==> config.mk <==
export PLATFORM = sky130hd
export DESIGN_NAME = uart_cmd_parser_flat
export DESIGN_NICKNAME = d
export VERILOG_FILES = /design/src/rtl/uart_cmd_parser_pkg.sv /design/src/rtl/uart_cmd_parser_if.sv /design/src/rtl/uart_gap_timer.sv /design/src/rtl/uart_cmd_parser.sv /design/src/flat_wrapper.sv
export SDC_FILE = /design/constraint.sdc
export NUM_CORES = 1
export LEC_CHECK = 0
export CAP_MARGIN = 20
export CORE_ASPECT_RATIO = 0.5
export CORE_MARGIN = 2
export CORE_UTILIZATION = 48
export DETAILED_ROUTE_END_ITERATION = 8
export PLACE_DENSITY = 0.68
export SLEW_MARGIN = 25
export SYNTH_ARGS = -nofsm -noshare
export SYNTH_HDL_FRONTEND = slang
export SYNTH_SLANG_ARGS = --single-unit
==> constraint.sdc <==
create_clock -name clock_system -period 2.86 [get_ports clock_system]
set_input_delay 0.858 -clock clock_system [delete_from_list [all_inputs] [get_ports clock_system]]
set_output_delay 0.858 -clock clock_system [all_outputs]
set_load 0.01 [all_outputs]
==> src/rtl/uart_cmd_parser_pkg.sv <==
// Shared types and constants for the UART command-frame decoder and its consumers.
package uart_cmd_pkg;

  typedef enum logic [2:0] {
    ST_IDLE,
    ST_CMD,
    ST_LEN,
    ST_PAYLOAD,
    ST_CHECK
  } state_e;

  localparam logic [7:0] SYNC_BYTE_DEFAULT = 8'h55;

  // Command codes understood by the downstream control logic.
  localparam logic [7:0] CMD_NOP    = 8'h00;
  localparam logic [7:0] CMD_READ   = 8'h10;
  localparam logic [7:0] CMD_WRITE  = 8'h20;
  localparam logic [7:0] CMD_STATUS = 8'h30;

  function automatic logic [7:0] chk_add(input logic [7:0] sum, input logic [7:0] b);
    return sum + b;
  endfunction

endpackage

==> src/rtl/uart_cmd_parser_if.sv <==
// Byte stream in, decoded frame and error strobes out, for the command parser.
interface uart_cmd_parser_if #(
  parameter int unsigned MAX_LEN = 8
);
  logic                   pic_mode;
  logic                   byte_valid;
  logic [7:0]             byte_data;
  logic                   busy;
  logic                   frame_valid;
  logic [7:0]             frame_cmd;
  logic [3:0]             frame_len;
  logic [8*MAX_LEN-1:0]   frame_payload;
  logic                   err_chk;
  logic                   err_len;
  logic                   err_timeout;

  modport master (
    output pic_mode, byte_valid, byte_data,
    input  busy, frame_valid, frame_cmd, frame_len, frame_payload,
           err_chk, err_len, err_timeout
  );

  modport slave (
    input  pic_mode, byte_valid, byte_data,
    output busy, frame_valid, frame_cmd, frame_len, frame_payload,
           err_chk, err_len, err_timeout
  );
endinterface

==> src/rtl/uart_gap_timer.sv <==
// Inter-byte gap counter; expired is high while the count equals TIMEOUT.
module uart_gap_timer #(
  parameter int unsigned TIMEOUT = 5000
) (
  input  logic clk,
  input  logic rstn,
  input  logic clear,
  input  logic enable,
  output logic expired
);

  logic [15:0] count_q, count_d;

  always_comb begin
    count_d = count_q;
    if (clear) begin
      count_d = '0;
    end else if (enable && (count_q != '1)) begin
      count_d = count_q + 16'd1;
    end
  end

  always_ff @(posedge clk) begin
    if (!rstn) begin
      count_q <= '0;
    end else begin
      count_q <= count_d;
    end
  end

  assign expired = (count_q == 16'(TIMEOUT));

endmodule

==> src/rtl/uart_cmd_parser.sv <==
// Decodes SYNC/CMD/LEN/payload/CHK frames from the UART command byte stream.
module uart_cmd_parser
  import uart_cmd_pkg::*;
#(
  parameter int unsigned MAX_LEN   = 8,
  parameter logic [7:0]  SYNC_BYTE = SYNC_BYTE_DEFAULT,
  parameter int unsigned TIMEOUT   = 5000
) (
  input  logic              clock_system,
  input  logic              rstn,
  uart_cmd_parser_if.slave  bus
);

  localparam int unsigned PW = 8 * MAX_LEN;

  state_e          state_q, state_d;
  logic [7:0]      wcmd_q, wcmd_d;
  logic [3:0]      wlen_q, wlen_d;
  logic [3:0]      idx_q, idx_d;
  logic [7:0]      sum_q, sum_d;
  logic [PW-1:0]   wbuf_q, wbuf_d;
  logic [7:0]      fcmd_q, fcmd_d;
  logic [3:0]      flen_q, flen_d;
  logic [PW-1:0]   fpay_q, fpay_d;
  logic            fvalid_q, fvalid_d;
  logic            echk_q, echk_d;
  logic            elen_q, elen_d;
  logic            eto_q, eto_d;

  logic accept;
  logic tmr_clear;
  logic tmr_expired;

  assign accept    = bus.byte_valid && !bus.pic_mode;
  assign tmr_clear = accept || bus.pic_mode || (state_q == ST_IDLE);

  uart_gap_timer #(.TIMEOUT(TIMEOUT)) u_gap_timer (
    .clk     (clock_system),
    .rstn    (rstn),
    .clear   (tmr_clear),
    .enable  (state_q != ST_IDLE),
    .expired (tmr_expired)
  );

  always_ff @(posedge clock_system) begin
    if (!rstn) begin
      state_q  <= ST_IDLE;
      wcmd_q   <= '0;
      wlen_q   <= '0;
      idx_q    <= '0;
      sum_q    <= '0;
      wbuf_q   <= '0;
      fcmd_q   <= '0;
      flen_q   <= '0;
      fpay_q   <= '0;
      fvalid_q <= 1'b0;
      echk_q   <= 1'b0;
      elen_q   <= 1'b0;
      eto_q    <= 1'b0;
    end else begin
      state_q  <= state_d;
      wcmd_q   <= wcmd_d;
      wlen_q   <= wlen_d;
      idx_q    <= idx_d;
      sum_q    <= sum_d;
      wbuf_q   <= wbuf_d;
      fcmd_q   <= fcmd_d;
      flen_q   <= flen_d;
      fpay_q   <= fpay_d;
      fvalid_q <= fvalid_d;
      echk_q   <= echk_d;
      elen_q   <= elen_d;
      eto_q    <= eto_d;
    end
  end

  // pic_mode outranks an accepted byte, which outranks the gap timeout.
  always_comb begin
    state_d  = state_q;
    wcmd_d   = wcmd_q;
    wlen_d   = wlen_q;
    idx_d    = idx_q;
    sum_d    = sum_q;
    wbuf_d   = wbuf_q;
    fcmd_d   = fcmd_q;
    flen_d   = flen_q;
    fpay_d   = fpay_q;
    fvalid_d = 1'b0;
    echk_d   = 1'b0;
    elen_d   = 1'b0;
    eto_d    = 1'b0;
    if (bus.pic_mode) begin
      state_d = ST_IDLE;
    end else if (accept) begin
      unique case (state_q)
        ST_IDLE: begin
          if (bus.byte_data == SYNC_BYTE) begin
            state_d = ST_CMD;
            wbuf_d  = '0;
            idx_d   = '0;
          end
        end
        ST_CMD: begin
          wcmd_d  = bus.byte_data;
          sum_d   = bus.byte_data;
          state_d = ST_LEN;
        end
        ST_LEN: begin
          sum_d = chk_add(sum_q, bus.byte_data);
          if (bus.byte_data > 8'(MAX_LEN)) begin
            elen_d  = 1'b1;
            state_d = ST_IDLE;
          end else begin
            wlen_d  = bus.byte_data[3:0];
            state_d = (bus.byte_data == 8'd0) ? ST_CHECK : ST_PAYLOAD;
          end
        end
        ST_PAYLOAD: begin
          for (int unsigned i = 0; i < MAX_LEN; i++) begin
            if (idx_q == 4'(i)) wbuf_d[8*i +: 8] = bus.byte_data;
          end
          sum_d = chk_add(sum_q, bus.byte_data);
          idx_d = idx_q + 4'd1;
          if ((idx_q + 4'd1) == wlen_q) state_d = ST_CHECK;
        end
        ST_CHECK: begin
          if (bus.byte_data == sum_q) begin
            fcmd_d   = wcmd_q;
            flen_d   = wlen_q;
            fpay_d   = wbuf_q;
            fvalid_d = 1'b1;
          end else begin
            echk_d = 1'b1;
          end
          state_d = ST_IDLE;
        end
        default: state_d = ST_IDLE;
      endcase
    end else if ((state_q != ST_IDLE) && tmr_expired) begin
      eto_d   = 1'b1;
      state_d = ST_IDLE;
    end
  end

  always_comb begin
    bus.busy          = (state_q != ST_IDLE);
    bus.frame_valid   = fvalid_q;
    bus.frame_cmd     = fcmd_q;
    bus.frame_len     = flen_q;
    bus.frame_payload = fpay_q;
    bus.err_chk       = echk_q;
    bus.err_len       = elen_q;
    bus.err_timeout   = eto_q;
  end

endmodule

==> src/flat_wrapper.sv <==
// flat-port wrapper written by rule: the top's interface ports become plain ports
module uart_cmd_parser_flat import uart_cmd_pkg::*;
#(
  parameter int unsigned MAX_LEN   = 8,
  parameter logic [7:0]  SYNC_BYTE = SYNC_BYTE_DEFAULT,
  parameter int unsigned TIMEOUT   = 5000
)
  (clock_system, rstn, bus_pic_mode, bus_byte_valid, bus_byte_data, bus_busy, bus_frame_valid, bus_frame_cmd, bus_frame_len, bus_frame_payload, bus_err_chk, bus_err_len, bus_err_timeout);
  uart_cmd_parser_if #(.MAX_LEN(MAX_LEN)) bus_i ();
  input  logic clock_system;
  input  logic rstn;
  input wire logic [$bits(bus_i.pic_mode)-1:0] bus_pic_mode;
  input wire logic [$bits(bus_i.byte_valid)-1:0] bus_byte_valid;
  input wire logic [$bits(bus_i.byte_data)-1:0] bus_byte_data;
  output wire logic [$bits(bus_i.busy)-1:0] bus_busy;
  output wire logic [$bits(bus_i.frame_valid)-1:0] bus_frame_valid;
  output wire logic [$bits(bus_i.frame_cmd)-1:0] bus_frame_cmd;
  output wire logic [$bits(bus_i.frame_len)-1:0] bus_frame_len;
  output wire logic [$bits(bus_i.frame_payload)-1:0] bus_frame_payload;
  output wire logic [$bits(bus_i.err_chk)-1:0] bus_err_chk;
  output wire logic [$bits(bus_i.err_len)-1:0] bus_err_len;
  output wire logic [$bits(bus_i.err_timeout)-1:0] bus_err_timeout;
  assign bus_i.pic_mode = bus_pic_mode;
  assign bus_i.byte_valid = bus_byte_valid;
  assign bus_i.byte_data = bus_byte_data;
  assign bus_busy = bus_i.busy;
  assign bus_frame_valid = bus_i.frame_valid;
  assign bus_frame_cmd = bus_i.frame_cmd;
  assign bus_frame_len = bus_i.frame_len;
  assign bus_frame_payload = bus_i.frame_payload;
  assign bus_err_chk = bus_i.err_chk;
  assign bus_err_len = bus_i.err_len;
  assign bus_err_timeout = bus_i.err_timeout;
  uart_cmd_parser #(.MAX_LEN(MAX_LEN), .SYNC_BYTE(SYNC_BYTE), .TIMEOUT(TIMEOUT)) u_core (.clock_system(clock_system), .rstn(rstn), .bus(bus_i));
endmodule
==> flow_summary.yaml, run 1 <==
placed_design:
  portBuffers: 92
  place_congestion: 0.861
  dpl.hpwl_um: 12100
floorplan:
  start_util_pct: 49.7
  dieArea_um2: 18300
  io_pins: 93
  fp-row-count: 33
  die_x_um: 189
  fp.coreArea_um2: 16600
  die_h_um: 96.7
synthesis:
  yosysWarnings: 0
  syn-num-nets: 975
  synth_top_family_by_area: "simple AND/OR/NAND/NOR gates"
  yosysTopAreaCellShare_pct: 45.4
  synth_edf_count: 0
  yosys.area_share.simple_pct: 24.5
  synth-compound-area-share_pct: 18.2
  synth-xor-area-share_pct: 2.23
  synth_area_um2: 8240
  synth_area_leaders: "dfxtp_1 (45%), nand2_1 (11%), nand3_1 (4.6%)"
  synthAdderAreaFrac_pct: 2.22
  synth.distinct_cells: 67
  yosys_register_bits: 187
  syn_avg_cell_area_um2: 8.68
  synth_flop_cell: "dfxtp_1"
  ys_seq_area_share_pct: 45.4
  synthesis.instances: 949
  synth-async-reset-ratio_pct: 0
  synth_area_leader_cell: "dfxtp_1"
  synthMuxAreaShare_pct: 1.82
clock_tree:
  clock-sinks: 187
  clockBufferDepth: 2
  cts_htree_levels: 4
  postCtsHoldBufs: 0
  path_clk_slew_ns: 0.08
  cts_root_buf: "clkbuf_16"
  cts_buffers: 17
  cts_tree: "yes"
  clk_latency_ns: 0.44
worst_setup_path:
  worstPathCellList: "nor3_4 -> inv_1 -> clkdlybuf4s50_1"
  worstReg2RegEnd: "u_core.state_q[0]"
  crit_start: "u_core.state_q[2]"
  crit_slowest_cell: "dfxtp_1"
  critPathBufInv: 2
  arrival_ns: 1.82
  required_ns: 2.00
  rrSetupSlack_ns: 0.69
  worstSetupPathType: "reg -> out"
  max_stage_delay_ns: 0.58
  crit_family: "buffers and inverters"
  worstSetupStartpointType: "register"
  reg2regPathDepth: 7
  endpoint_kind: "output pin"
  r2r-start: "u_core.idx_q[0]"
  crit_fanout: 10
min_path:
  min_to: "u_core.bus.frame_payload[38]"
  min_path_type: "reg -> reg"
  hold_start: "u_core.wbuf_q[38]"
  holdPathStages: 2
global_routing:
  grt-ovfl-total: 0
  grt_pass1_wl_um: 31300
  grt_start_max_net_pins: 66
  antenna_found_initial: 0
  first_global_vias: 6220
  grt_usage_pct: 21.1
routing:
  vias_per_cell: 5.28
  drt-initial-drc-count: 528
  vias: 6749
  wl_per_cell_um: 14.9
  drt-total-wl_um: 19000
  drc: 0
  firstDrtPassIters: 5
  ant_nets: 0
run_status:
  status: "completed"
cells_and_area:
  syn_to_final_growth_pct: 22.7
  final_nets: 1064
  antennaDiodeCount: 0
  drive_gt1_share_pct: 12.5
sta:
  fin_tns_setup_ns: 0
  hold_slack_ns: 0.440
  fmaxAchievable_mhz: 374
  slew_viol_final: 0
  slew_headroom_pct: 61.1
  worst_pin_slew_ns: 0.584
  finClkSkew_ns: 0.0142
  finalHoldViolCount: 0
  rsz0062_at_grt: "false"
  setup_viol: 0
  fin_crit_sh_pct: 93.5
  post-route-min-period_ns: 2.67
power_and_ir_drop:
  p_per_area_nw_per_um2: 507
  p_leak_nw: 3.43
  peakVddDrop_mv: 0.464
job:
  cap_violations: 0
## synth_stat cells (2+ instances only)
cell,instances
inv_1,12
a221oi_1,2
nand4_1,9
a21oi_4,8
nand2b_1,5
nor4_1,4
a21boi_2,30
a31oi_1,2
xnor2_1,10
o211ai_1,3
buf_6,9
o211a_1,2
nor2_1,32
dfxtp_1,187
a21oi_1,13
o21ai_0,62
and3_1,3
nor2b_1,21
nand3_1,75
buf_8,3
o21ai_1,9
buf_4,7
and2_1,3
ha_1,13
a21o_1,3
buf_2,17
a21boi_0,36
nand2_1,248
mux2i_1,15
or3_1,3
nor3_1,10
xor2_1,11
nor4_2,2
o21a_1,3
nor3b_1,3
a21boi_1,12
and4_1,3
clkbuf_1,30
## registers in the layout, indices dropped and copies added, names as in the netlist, 3 cells and up
signal / flops
u_core.wcmd_q: 8
u_core.bus.frame_payload: 64
u_core.bus.frame_cmd: 8
u_core.idx_q: 4
u_core.bus.frame_len: 4
u_core.sum_q: 8
u_core.wbuf_q: 64
u_core.wlen_q: 4
u_core.u_gap_timer.count_q: 16
u_core.state_q: 3
## cell usage in the layout, fill, tap and decap left out, types with 13 or more instances in the layout
master	synthesis	layout
a21boi_2	30	30
nand2_1	248	248
nand3_1	75	75
buf_4	7	34
a21boi_0	36	36
mux2i_1	15	15
dfxtp_1	187	187
nor2b_1	21	21
a21oi_1	13	13
ha_1	13	13
clkdlybuf4s50_1	0	91
nor2_1	32	32
o21ai_0	62	62
clkbuf_16	0	17
## routing by layer
layer | routed length [um] | GRT usage (%) | vias to the layer above
met5 | 0 | 0 | -
met4 | 177 | 5.84 | 0
met3 | 967 | 4.14 | 21
met2 | 8540 | 32.6 | 152
met1 | 9360 | 30.0 | 3196
li1 | - | - | 3380
## worst max-delay path by stage
stage / endpoint / slack (ns) / depth (start not counted)
CTS: bus_busy / 0.05 / 3
detailed placement: u_core.bus.frame_payload[4] / -0.29 / 9
finish: bus_busy / 0.19 / 3
global placement: u_core.bus.frame_payload[24] / -0.30 / 9
global route: u_core.bus.frame_payload[47] / 0.02 / 9
floorplan: u_core.bus.frame_payload[16] / 0.36 / 10
## what timing repair did
| action | in CTS | in global routing |
|---|---|---|
| endpoints found under the hold margin | 0 | 0 |
| setup endpoints to repair | 0 | 30 |
| setup buffers | 0 | 2 |
| resized for setup | 0 | 2 |
## where the power goes
| part | internal, mW | switching (mW) |
|---|---|---|
| clock | 1.24 | 1.11 |
| sequential | 2.60 | 0.0000151 |
| combinational | 0.0677 | 0.104 |
| total | 3.91 | 1.22 |
## cell families after synthesis
family	Yosys count
AOI/OAI and AO/OA	198
xor gates and xnor gates	21
adders and majority gates	14
buffers and inverters	79
DFF	187
muxes	15
and+or+nand+nor	435
## cell type report
type	instances	area [um^2]
fillers	1507	6480
repair buffers	137	1410
clock buffers	18	429
multi-input cells	683	4050
flip-flops and latches	187	3740
inverters	12	45.0
well taps	227	284
clock inverters	14	158
## through the flow
step | total power, mW | std cells | instance area [um^2] | setup slack (ns) | utilization [%]
2_1_floorplan | 2.75 | 949 | 8240 | 0.357 | -
3_5_place_dp | 2.83 | 1244 | 9500 | -0.292 | 57.3
6_report | 5.13 | 1278 | 10100 | 0.187 | 60.9
3_3_place_gp | 2.83 | 1244 | 9500 | -0.298 | 57.3
4_1_cts | 5.17 | 1276 | 10100 | 0.0541 | 60.8
5_1_grt | 5.30 | 1278 | 10100 | 0.0210 | 60.9
## worst min-delay path: stages, from the launching register on
cell and delay, ns:
dfxtp_1 0.31, nand2_1 0.06, a21boi_2 0.04
No activity file was read; power rests on OpenSTA's default activity.
==> run 2, diff against run 1 <==
- CORE_UTILIZATION: 48 -> 50
- PLACE_DENSITY: 0.68 -> 0.72
==> run 2 against run 1 <==
Effect of this change:
- clock skew is 0.0013 ns lower
- critical path depth increased by 8
- via count rose by 0.56%
- die area fell by 3.9%
==> flow_summary.yaml, run 2 (synthesis results as in run 1) <==
clock_tree:
  cts_root_buf: "clkbuf_16"
  clock-sinks: 187
  clk_latency_ns: 0.43
  cts_htree_levels: 4
  cts_buffers: 17
  clockBufferDepth: 2
  cts_tree: "yes"
  path_clk_slew_ns: 0.07
  postCtsHoldBufs: 0
routing:
  drc: 0
  vias: 6787
  vias_per_cell: 5.29
  ant_nets: 0
  drt-initial-drc-count: 514
  wl_per_cell_um: 15.0
  drt-total-wl_um: 19200
  firstDrtPassIters: 5
worst_setup_path:
  worstSetupPathType: "in -> reg"
  reg2regPathDepth: 7
  worstSetupStartpointType: "primary input"
  required_ns: 3.18
  critical_path.endpoint: "u_core.bus.frame_payload[50]"
  worstReg2RegEnd: "u_core.state_q[0]"
  crit_fanout: 42
  arrival_ns: 3.10
  rrSetupSlack_ns: 0.65
  r2r-start: "u_core.idx_q[0]"
  endpoint_kind: "register"
  crit_start: "bus_byte_data[6]"
floorplan:
  dieArea_um2: 17600
  io_pins: 93
  fp.coreArea_um2: 16300
  start_util_pct: 50.7
  die_h_um: 94.8
  fp-row-count: 33
  die_x_um: 186
run_status:
  status: "completed"
cells_and_area:
  final_common_cell: "nand2_1"
  syn_to_final_growth_pct: 24.1
  drive_gt1_share_pct: 13.0
  final_nets: 1068
  antennaDiodeCount: 0
  final_cell_mix: "nand2_1 (248), dfxtp_1 (187), clkdlybuf4s50_1 (91), nand3_1 (75), o21ai_0 (62)"
  fin_util_pct: 62.9
sta:
  finalHoldViolCount: 0
  finClkSkew_ns: 0.0129
  slew_headroom_pct: 49.8
  post-route-min-period_ns: 2.79
  slew_viol_final: 0
  fin_crit_sh_pct: 97.4
  hold_slack_ns: 0.451
  setup_viol: 0
  worst_pin_slew_ns: 0.754
  fmaxAchievable_mhz: 359
min_path:
  hold_start: "u_core.bus.frame_payload[10]"
  min_path_type: "reg -> reg"
global_routing:
  antenna_found_initial: 0
  first_global_vias: 6248
  grt_pass1_wl_um: 30800
  grt-ovfl-total: 0
  grt_start_max_net_pins: 87
  grt_usage_pct: 22.3
power_and_ir_drop:
  p_per_area_nw_per_um2: 501
  peakVddDrop_mv: 0.390
  finalPower_mw: 5.13
  p_leak_nw: 3.48
placed_design:
  portBuffers: 92
  place_congestion: 0.835
  dpl.hpwl_um: 12200
job:
  cap_violations: 0
run 2: cell count changes in the layout (fill, tap and decap cells not counted):
cell | previous run | this run
buf_12 | 12 | 15
buf_4 | 34 | 33
clkbuf_1 | 1 | 0
clkbuf_16 | 17 | 19
clkbuf_8 | 0 | 1
clkinv_4 | 2 | 3
inv_6 | 4 | 3
nor4_1 | 4 | 3
nor4_2 | 1 | 3
nor4_4 | 1 | 0
run 2: area by class of cell:
class                   count  area (um^2)
multi-input cells         683         4050
repair buffers            141         1510
inverters                  12         45.0
clock inverters            14          158
clock buffers              18          439
flip-flops and latches    187         3740
fillers                  1395         6040
well taps                 227          284
run 2: routing by layer:
metal	vias to the layer above	global-route usage [%]	share of wire [%]
li1	3394	-	-
met1	3203	30.5	48
met2	172	35.4	45
met5	-	0	0
met3	18	4.67	6.1
met4	0	7.09	0.94
run 2: through the flow:
stage / setup WS [ns] / instances / cell area, um^2 / TNS, ns
floorplan: 0.357 / 949 / 8240 / 0
global route: -0.0487 / 1282 / 10200 / -0.871
global placement: -0.282 / 1246 / 9530 / -20.14
finish: 0.0748 / 1282 / 10200 / 0
CTS: 0.0632 / 1279 / 10100 / 0
detailed placement: -0.381 / 1246 / 9530 / -25.96
run 2: power breakdown:
| group | internal [mW] | switching [mW] |
|---|---|---|
| Combinational | 0.0662 | 0.103 |
| Clock | 1.26 | 1.09 |
| Sequential | 2.60 | 0.0000166 |
| Total | 3.93 | 1.20 |
run 2: how the worst min path moves through the flow:
stage,endpoint,slack (ns),cells past startpoint
6_report,u_core.bus.frame_payload[10],0.45,2
4_1_cts,u_core.wbuf_q[47],0.45,2
2_1_floorplan,u_core.wbuf_q[13],0.43,2
5_1_grt,u_core.wbuf_q[55],0.46,2
3_5_place_dp,u_core.wbuf_q[47],0.44,2
3_3_place_gp,u_core.wbuf_q[47],0.44,2
run 2: worst max-delay path, cell delays in order:
cell and delay, ns:
clkdlybuf4s50_1 0.44, ha_1 0.36, nor4_2 0.26, nand2_1 0.10, nor4_2 0.21, buf_4 0.17, nand4_1 0.11, buf_4 0.22
buf_12 0.18, nand2_1 0.08, a21boi_0 0.08
run 2: repair_timing:
item,in CTS,in global routing
endpoints found under the setup margin,1,76
gates resized for setup,0,9
hold endpoints to repair,0,0
pin swaps,1,0
gates cloned,0,2
buffers inserted,1,1
